===== config.mk =====
export PLATFORM = sky130hd
export DESIGN_NAME = mod_counter_ctrl_flat
export DESIGN_NICKNAME = d
export VERILOG_FILES = /design/src/rtl/mod_counter_ctrl_pkg.sv /design/src/rtl/mod_counter_ctrl_if.sv /design/src/rtl/mod_counter_ctrl_prog_mod_counter.sv /design/src/rtl/mod_counter_ctrl.sv /design/src/flat_wrapper.sv
export SDC_FILE = /design/constraint.sdc
export NUM_CORES = 1
export LEC_CHECK = 0
export CAP_MARGIN = 20
export CORE_AREA = 2 2 58 60
export CTS_BUF_LIST = sky130_fd_sc_hd__clkbuf_4 sky130_fd_sc_hd__clkbuf_8 sky130_fd_sc_hd__clkbuf_16
export DETAILED_ROUTE_END_ITERATION = 10
export DIE_AREA = 0 0 60 62
export PLACE_DENSITY_LB_ADDON = 0.3
export SYNTH_ARGS = -nofsm -noshare
export SYNTH_HDL_FRONTEND = slang
export SYNTH_SLANG_ARGS = --single-unit

===== constraint.sdc =====
create_clock -name clk -period 2.54 [get_ports clk]
set_input_delay 0.508 -clock clk [delete_from_list [all_inputs] [get_ports clk]]
set_output_delay 0.508 -clock clk [all_outputs]
set_load 0.01 [all_outputs]

===== src/rtl/mod_counter_ctrl_pkg.sv =====
// Shared types and default widths for the mod-M run controller.
package mod_ctrl_pkg;

    localparam int N_DEF = 4;
    localparam int C_DEF = 8;

    // Encoding 2'd3 is unused; the FSM treats it as IDLE.
    typedef enum logic [1:0] {
        ST_IDLE = 2'd0,
        ST_RUN  = 2'd1,
        ST_DONE = 2'd2
    } state_e;

endpackage


===== src/rtl/mod_counter_ctrl_if.sv =====
// Control/status bundle between the host and the mod-M run controller.
interface mod_counter_ctrl_if
    import mod_ctrl_pkg::*;
#(
    parameter int N = N_DEF,
    parameter int C = C_DEF
);
    logic         start;
    logic         stop;
    logic [N-1:0] mod_val;
    logic [C-1:0] rep_cnt;
    logic [N-1:0] q;
    logic         tick;
    logic         busy;
    logic         done;
    logic         err;

    modport master (output start, stop, mod_val, rep_cnt,
                    input  q, tick, busy, done, err);
    modport slave  (input  start, stop, mod_val, rep_cnt,
                    output q, tick, busy, done, err);
endinterface


===== src/rtl/mod_counter_ctrl_prog_mod_counter.sv =====
// Programmable mod-M counter; wrap flags the terminal value mod-1.
module prog_mod_counter #(
    parameter int N = 4
) (
    input  logic         clk,
    input  logic         reset,
    input  logic         en,
    input  logic         clr,
    input  logic [N-1:0] mod,
    output logic [N-1:0] q,
    output logic         wrap
);
    logic [N-1:0] q_q;

    assign q    = q_q;
    assign wrap = (q_q == mod - N'(1));

    always_ff @(posedge clk or posedge reset) begin
        if (reset)
            q_q <= '0;
        else if (clr)
            q_q <= '0;
        else if (en)
            q_q <= wrap ? '0 : q_q + N'(1);
    end
endmodule


===== src/rtl/mod_counter_ctrl.sv =====
// Start/stop/done run controller: counts mod_r for exactly rep_r full wraps.
module mod_counter_ctrl
    import mod_ctrl_pkg::*;
#(
    parameter int N = N_DEF,
    parameter int C = C_DEF
) (
    input  logic              clk,
    input  logic              reset,
    mod_counter_ctrl_if.slave bus
);
    state_e       state_q;
    logic [N-1:0] mod_q;
    logic [C-1:0] rep_q;
    logic [C-1:0] wrap_q;
    logic         done_q;
    logic         err_q;

    logic         run;
    logic         tc;
    logic         cfg_ok;
    logic [N-1:0] cnt_q;

    assign run    = (state_q == ST_RUN);
    assign cfg_ok = (bus.mod_val >= N'(2)) && (bus.rep_cnt != '0);

    // Counter is held clear outside RUN and on an abort, so q reads 0 in IDLE/DONE.
    prog_mod_counter #(.N(N)) u_cnt (
        .clk   (clk),
        .reset (reset),
        .en    (run),
        .clr   (!run || bus.stop),
        .mod   (mod_q),
        .q     (cnt_q),
        .wrap  (tc)
    );

    assign bus.q    = cnt_q;
    assign bus.busy = run;
    assign bus.tick = run && tc;
    assign bus.done = done_q;
    assign bus.err  = err_q;

    always_ff @(posedge clk or posedge reset) begin
        if (reset) begin
            state_q <= ST_IDLE;
            mod_q   <= '0;
            rep_q   <= '0;
            wrap_q  <= '0;
            done_q  <= 1'b0;
            err_q   <= 1'b0;
        end else begin
            done_q <= 1'b0;
            err_q  <= 1'b0;
            case (state_q)
                ST_IDLE: begin
                    if (bus.start && !bus.stop) begin
                        if (cfg_ok) begin
                            mod_q   <= bus.mod_val;
                            rep_q   <= bus.rep_cnt;
                            wrap_q  <= '0;
                            state_q <= ST_RUN;
                        end else begin
                            err_q <= 1'b1;
                        end
                    end
                end
                ST_RUN: begin
                    // Abort beats completion in the same cycle.
                    if (bus.stop) begin
                        wrap_q  <= '0;
                        state_q <= ST_IDLE;
                    end else if (tc) begin
                        if (wrap_q == rep_q - C'(1)) begin
                            wrap_q  <= '0;
                            done_q  <= 1'b1;
                            state_q <= ST_DONE;
                        end else begin
                            wrap_q <= wrap_q + C'(1);
                        end
                    end
                end
                ST_DONE: state_q <= ST_IDLE;
                default: state_q <= ST_IDLE;
            endcase
        end
    end
endmodule


===== src/flat_wrapper.sv =====
// flat-port wrapper written by rule: the top's interface ports become plain ports
module mod_counter_ctrl_flat import mod_ctrl_pkg::*;
#(
    parameter int N = N_DEF,
    parameter int C = C_DEF
)
  (clk, reset, bus_start, bus_stop, bus_mod_val, bus_rep_cnt, bus_q, bus_tick, bus_busy, bus_done, bus_err);
  mod_counter_ctrl_if #(.N(N), .C(C)) bus_i ();
  input  logic clk;
  input  logic reset;
  input wire logic [$bits(bus_i.start)-1:0] bus_start;
  input wire logic [$bits(bus_i.stop)-1:0] bus_stop;
  input wire logic [$bits(bus_i.mod_val)-1:0] bus_mod_val;
  input wire logic [$bits(bus_i.rep_cnt)-1:0] bus_rep_cnt;
  output wire logic [$bits(bus_i.q)-1:0] bus_q;
  output wire logic [$bits(bus_i.tick)-1:0] bus_tick;
  output wire logic [$bits(bus_i.busy)-1:0] bus_busy;
  output wire logic [$bits(bus_i.done)-1:0] bus_done;
  output wire logic [$bits(bus_i.err)-1:0] bus_err;
  assign bus_i.start = bus_start;
  assign bus_i.stop = bus_stop;
  assign bus_i.mod_val = bus_mod_val;
  assign bus_i.rep_cnt = bus_rep_cnt;
  assign bus_q = bus_i.q;
  assign bus_tick = bus_i.tick;
  assign bus_busy = bus_i.busy;
  assign bus_done = bus_i.done;
  assign bus_err = bus_i.err;
  mod_counter_ctrl #(.N(N), .C(C)) u_core (.clk(clk), .reset(reset), .bus(bus_i));
endmodule

==> results.tsv, run 1 <==
stage	metric	value	unit
setup_path	element type at the critical path end	primary output	
placement	detailed placer's ending HPWL	2570	µm
clock_network	CTS tree	built	
synth	sequential area share after synthesis	44.8	%
finish	Post-Layout Inst Area	1990	µm²
grt	pin count of the biggest net entering global routing	29	
power	Power Density	941	nW/µm²
finish	leading cell types in the layout, fill and taps excluded	dfrtp_1 (28), clkdlybuf4s50_1 (22), nand2_1 (13), buf_4 (13), xnor2_1 (11)	
die	total core area	3180	µm²
detailed_routing	DRC violations left	0	
finish	nets	213	
clock_network	Root Driver	clkbuf_4	
grt	initial antenna violation count	0	
synth	simple-gate portion of the synthesized area	21.2	%
run	max-cap violations	0	
detailed_routing	drt wl/cell	14.7	µm
placement	DP Area	1900	µm²
synth	YS warnings	0	
synth	flop and latch count out of synthesis	28	
clock_network	clk buf depth	2	
die	initial core utilization	49.2	%
power	Pwr Total	1.87	mW
sta	setup TNS	0	ps
die	row count	21	
sta	Final setup viols	0	
sta	fin. max-slew vios	0	
sta	slew margin rel.	64.4	%
finish	commonest non-fill, non-tap cell in the layout	dfrtp_1	
detailed_routing	Starting DRT DRC Count	59	
die	Die W	60	µm
synth	Synth Flop Type	dfrtp_1	
clock_network	clock slew at reported path FFs	150	ps
synth	EDFF count, synth	0	
detailed_routing	routed vias	1312	
finish	ratio of cells with drive above 1 in the final layout	20.8	%
clock_network	worst skew pair latency	340	ps
synth	main combinational cell family by area after synthesis	simple AND/OR/NAND/NOR gates	
grt	vias in the first global route	1163	
synth	async set or reset register ratio after synthesis	100	%
finish	Fill cells	251	
power	Peak VDD IR	0.300	mV
sta	Max Clock Freq	400	MHz
sta	final critical-path share of the clock period	98.3	%
detailed_routing	final WL	3490	µm
setup_path	Worst Path Max Fanout	2	
die	chip height	62	µm
sta	Hold Slack	520	ps
synth	Synth Area in Compound Gates	13.2	%
placement	PortBufs	23	
worst_hold_path	Hold WC Path Type	primary input to asynchronous set/reset pin	
placement	routability cong.	0.807	
synth	Post-Synth XOR/XNOR Area	8.96	%
grt	GRT Total Usage	18.9	%
clock_network	H-Tree Depth	1	
clock_network	CTS buffer count	3	
power	leak pwr	0.837	nW
grt	first-pass GRT wire length	5300	µm
clock_network	TritonCTS sink count	28	
sta	Layout Skew	3.05	ps
clock_network	CTS Hold Bufs	0	
finish	Syn-to-layout area delta	27.2	%
die	DIE AREA	3720	µm²
outcome	status	complete, no violations	
detailed_routing	post-route ant nets	0	
sta	final hold vios	0	
setup_path	CP required	2030	ps
setup_path	Critical Path Start Type	register	
sta	actual slew at the worst max-slew pin	532	ps
setup_path	arrival time worst endpoint	1990	ps
synth	Mapped Area	1560	µm²
detailed_routing	DR pass1 iterations	4	
synth	post-synth cell types	37	
sta	fin crit period	2500	ps
synth	Syn Area/Cell	10.1	µm²
synth	mux contribution to synthesized area	5.76	%
grt	gr ovfl total	0	
die	io pins	24	
setup_path	CP Class	register to primary output	
detailed_routing	via/cell ratio	5.51	
synth	Post-Synthesis Cells	155	
synth	post-synth net total	175	
finish	diode count	0	
synth	post-synthesis adder-cell area fraction	3.20	%
## power breakdown
group	switching [mW]	internal [mW]
logic	0.425	0.484
clock network	0.139	0.0880
registers	0.167	0.569
## cells in the mapped netlist, types with 2 or more instances
| master | n | area share, % |
|---|---|---|
| dfrtp_1 | 28 | 45 |
| nand2_1 | 13 | 3.1 |
| xnor2_1 | 13 | 7.3 |
| nand3_1 | 9 | 2.9 |
| inv_1 | 8 | 1.9 |
| nor2_1 | 8 | 1.9 |
| mux2_2 | 7 | 5.0 |
| a21oi_1 | 6 | 1.9 |
| nand2b_1 | 6 | 2.4 |
| nor3_1 | 6 | 1.9 |
| o21ai_0 | 5 | 1.6 |
| o21ai_1 | 5 | 1.6 |
| and3_1 | 4 | 1.6 |
| ha_1 | 4 | 3.2 |
| buf_2 | 3 | 0.96 |
| nor4_1 | 3 | 1.2 |
| o311ai_2 | 3 | 3.1 |
| xor2_1 | 3 | 1.7 |
| a31oi_1 | 2 | 0.80 |
| nor2b_1 | 2 | 0.80 |
## logic make-up (layout without fill, tap and decap cells)
logic type,count (synthesis),count (layout)
compound gates,28,28
xor+xnor,16,16
fa+ha+maj,4,4
buf+inv,11,48
flops,28,28
mux,8,8
simple gates,60,60
## critical path, stage by stage (launching register included)
cell,delay (ps)
dfrtp_1,410
inv_1,90
ha_2,290
xnor2_2,130
or4_4,490
nor2_2,110
buf_2,130
## metal layers
layer  share of wire [%]  track usage [%]  wire length, µm  vias up
li1                    -                -                -      625
met1                  46             26.3             1610      650
met2                  49             30.9             1700       30
met3                 4.0             2.48              140        7
met4                 1.2             5.71               42        0
met5                   0                0                0        -
## cell type report
| type | count | area [µm²] | area share [%] |
|---|---|---|---|
| Clock buffer | 4 | 36.3 | 1.82 |
| Inverter | 8 | 30.0 | 1.51 |
| Multi-Input combinational cell | 116 | 842 | 42.3 |
| Sequential cell | 28 | 701 | 35.2 |
| Tap cell | 46 | 57.6 | 2.89 |
| Timing Repair Buffer | 36 | 323 | 16.2 |
## worst paths after layout
kind	slack (ps)	endpoint	start	cells past startpoint
min in group clk	550	u_core.mod_q[3]$_DFFE_PP0P_	u_core.mod_q[3]$_DFFE_PP0P_	1
setup reg to reg	80	u_core.wrap_q[6]$_DFFE_PP0P_	u_core.mod_q[1]$_DFFE_PP0P_	9
max in group asynchronous	1760	u_core.state_q[1]$_DFFE_PP0P_	reset	3
hold reg to reg	550	u_core.mod_q[3]$_DFFE_PP0P_	u_core.mod_q[3]$_DFFE_PP0P_	1
hold / removal	520	u_core.u_cnt.q[3]$_DFFE_PP0P_	reset	3
setup / recovery	40	bus_tick	u_core.mod_q[1]$_DFFE_PP0P_	6
## per-stage QoR
step	util, %	instances	setup slack [ps]
floorplan	-	155	377
global placement	59.7	229	36.2
detailed placement	59.7	229	-6.93
CTS	61.6	237	42.6
global route	62.6	238	-34.5
finish	62.6	238	42.0
## flip-flops by register name (all words and copies together), names as in the netlist
name and count:
u_core.bus.err 1, u_core.u_cnt.q 4, u_core.rep_q 8, u_core.wrap_q 8
u_core.state_q 2, u_core.mod_q 4, u_core.bus.done 1
## repair_timing
item,CTS,global route
buffers inserted,4,1
pin swaps,2,2
setup endpoints to repair,1,7
resized for setup,4,6
Note: power is estimated with default switching activity, not from simulation.
==> run 2: changes to the inputs <==
- CTS_CLUSTER_DIAMETER: unset -> 200
==> results of run 2 <==
No change in the layout: final DEF, timing and power equal those of run 1.
==> run 3: changes to the inputs <==
- MAX_ROUTING_LAYER: unset -> met4
- RECOVER_POWER: unset -> 100
==> results.tsv, run 3 (synthesis gave the netlist of run 1 again) <==
stage	metric	value	unit	change
sta	Hold Slack	546	ps	+26.6 ps
finish	diode count	0		unchanged
power	Logic pwr share	48.4	%	-0.2 points
die	DIE AREA	3720	µm²	unchanged
grt	gr ovfl total	0		unchanged
detailed_routing	DR pass1 iterations	4		unchanged
sta	Final setup viols	0		unchanged
finish	Fill cells	253		+0.80%
power	Peak VDD IR	0.299	mV	-0.25%
finish	Syn-to-layout area delta	26.7	%	
sta	Layout Skew	2.10	ps	-0.949 ps
setup_path	crit path cell chain	inv_1, ha_2, xnor2_2, or4_4, nor2_2, buf_2		
sta	slew margin rel.	-3.49	%	-68 points
power	leak pwr	0.850	nW	+1.5%
clock_network	worst skew pair latency	340	ps	about the same
setup_path	CP required	2030	ps	about the same
worst_hold_path	Hold WC Path Type	register to register		
grt	GRT Total Usage	19.5	%	+0.55 points
sta	final hold vios	0		unchanged
setup_path	arrival time worst endpoint	1990	ps	about the same
sta	Final WS setup	42.9	ps	+0.927 ps
die	Die W	60	µm	unchanged
power	Power Density	938	nW/µm²	-0.36%
detailed_routing	Starting DRT DRC Count	75		+27%
grt	first-pass GRT wire length	5290	µm	-0.26%
die	chip height	62	µm	unchanged
setup_path	Critical Path Start Type	register		
grt	pin count of the biggest net entering global routing	29		unchanged
finish	commonest non-fill, non-tap cell in the layout	dfrtp_1		
grt	vias in the first global route	1162		-0.086%
clock_network	clk buf depth	2		unchanged
sta	fin. max-slew vios	29		+29
sta	final critical-path share of the clock period	98.3	%	about the same
setup_path	CP Class	register to primary output		
die	total core area	3180	µm²	unchanged
placement	detailed placer's ending HPWL	2570	µm	unchanged
setup_path	Worst Path Max Fanout	2		unchanged
clock_network	TritonCTS sink count	28		unchanged
detailed_routing	final WL	3450	µm	-1.2%
detailed_routing	routed vias	1312		unchanged
detailed_routing	drt wl/cell	14.5	µm	-1.2%
power	Seq pwr share	39.4	%	about the same
clock_network	clock slew at reported path FFs	150	ps	about the same
detailed_routing	via/cell ratio	5.51		unchanged
clock_network	CTS tree	built		
run	max-cap violations	1		+1
finish	biggest regs	u_core.rep_q (8), u_core.wrap_q (8)		
die	io pins	24		unchanged
placement	PortBufs	23		unchanged
placement	routability cong.	0.819		+1.5%
detailed_routing	post-route ant nets	0		unchanged
setup_path	Worst path max stage delay	490	ps	about the same
outcome	failing checks	max-capacitance violations, max-slew violations		
power	sw power	0.725	mW	-0.92%
finish	ratio of cells with drive above 1 in the final layout	19.8	%	-1.0 points
finish	leading cell types in the layout, fill and taps excluded	dfrtp_1 (28), clkdlybuf4s50_1 (14), nand2_1 (13)		
outcome	status	finished, violations left		
grt	initial antenna violation count	0		unchanged
sta	actual slew at the worst max-slew pin	1550	ps	+1020 ps
clock_network	CTS buffer count	3		unchanged
finish	Non-Filler Instances	238		unchanged
placement	setup slack at placement	-6.93	ps	unchanged
setup_path	element type at the critical path end	primary output		
clock_network	H-Tree Depth	1		unchanged
detailed_routing	DRC violations left	0		unchanged
sta	fin crit period	2500	ps	-0.927 ps
power	Sw Share	39.0	%	-0.074 points
power	Cell Int Power	1.13	mW	-0.61%
finish	nets	213		unchanged
die	initial core utilization	49.2	%	unchanged
sta	Max Clock Freq	400	MHz	about the same
clock_network	Root Driver	clkbuf_4		
setup_path	critical path's slowest cell	or4_4		
power	clock power share	12.2	%	about the same
placement	dpl cells	229		unchanged
die	row count	21		unchanged
run 3: per-stage QoR:
stage	area (µm²)	setup TNS (ps)	total power, mW	utilization (%)
final	1980	0	1.86	62.3
after global routing	1980	-45.1	1.99	62.3
after CTS	1960	0	1.80	61.6
after detailed placement	1900	-6.93	1.54	59.7
after global placement	1900	0	1.48	59.7
after floorplan	1560	0	1.27	-
run 3: area by class of cell:
cell class | instances | area, µm² | share of cell area, %
well taps | 46 | 57.6 | 2.90
inverters | 8 | 30.0 | 1.52
flip-flops and latches | 28 | 701 | 35.4
repair buffers | 36 | 315 | 15.9
multi-input cells | 116 | 842 | 42.5
clock buffers | 4 | 36.3 | 1.83
run 3: critical path: cells and delay by family (launching register included):
family | cells | cell delay [ps]
and+or+nand+nor | 2 | 600
adders and majority gates | 1 | 290
DFF | 1 | 410
buffers and inverters | 2 | 220
xor gates and xnor gates | 1 | 130
run 3: routing by layer:
| layer | vias up | share of wire [%] | track usage [%] | wire length (µm) |
|---|---|---|---|---|
| met1 | 651 | 45 | 26.2 | 1540 |
| met2 | 33 | 49 | 30.9 | 1710 |
| met4 | 0 | 1.0 | 5.71 | 35 |
| li1 | 623 | - | - | - |
| met3 | 5 | 4.8 | 2.48 | 167 |
| met5 | - | 0 | - | 0 |
run 3: final timing paths:
kind	from	endpoint	slack [ps]	cells after the start
setup / recovery	u_core.mod_q[1]$_DFFE_PP0P_	bus_tick	40	6
hold / removal	u_core.mod_q[3]$_DFFE_PP0P_	u_core.mod_q[3]$_DFFE_PP0P_	550	1
setup reg to reg	u_core.mod_q[1]$_DFFE_PP0P_	u_core.wrap_q[6]$_DFFE_PP0P_	80	9
hold reg to reg	u_core.mod_q[3]$_DFFE_PP0P_	u_core.mod_q[3]$_DFFE_PP0P_	550	1
max in group asynchronous	reset	u_core.rep_q[3]$_DFFE_PP0P_	530	3
min in group asynchronous	reset	u_core.u_cnt.q[3]$_DFFE_PP0P_	1130	3
run 3: power by group through the flow:
stage | Clock (mW) | Sequential (mW) | Combinational [mW]
3_3_place_gp | 0 | 0.730 | 0.750
4_1_cts | 0.223 | 0.729 | 0.845
6_report | 0.227 | 0.733 | 0.900
2_1_floorplan | 0 | 0.697 | 0.570
5_1_grt | 0.247 | 0.751 | 0.988
3_5_place_dp | 0 | 0.744 | 0.793
run 3: timing repair:
item                       4_1_cts  5_1_grt
buffers inserted                 4        1
setup endpoints to repair        1        7
hold buffers                     0        0
resized for setup                4        6
cloned                           0        0
pin swaps                        2        2
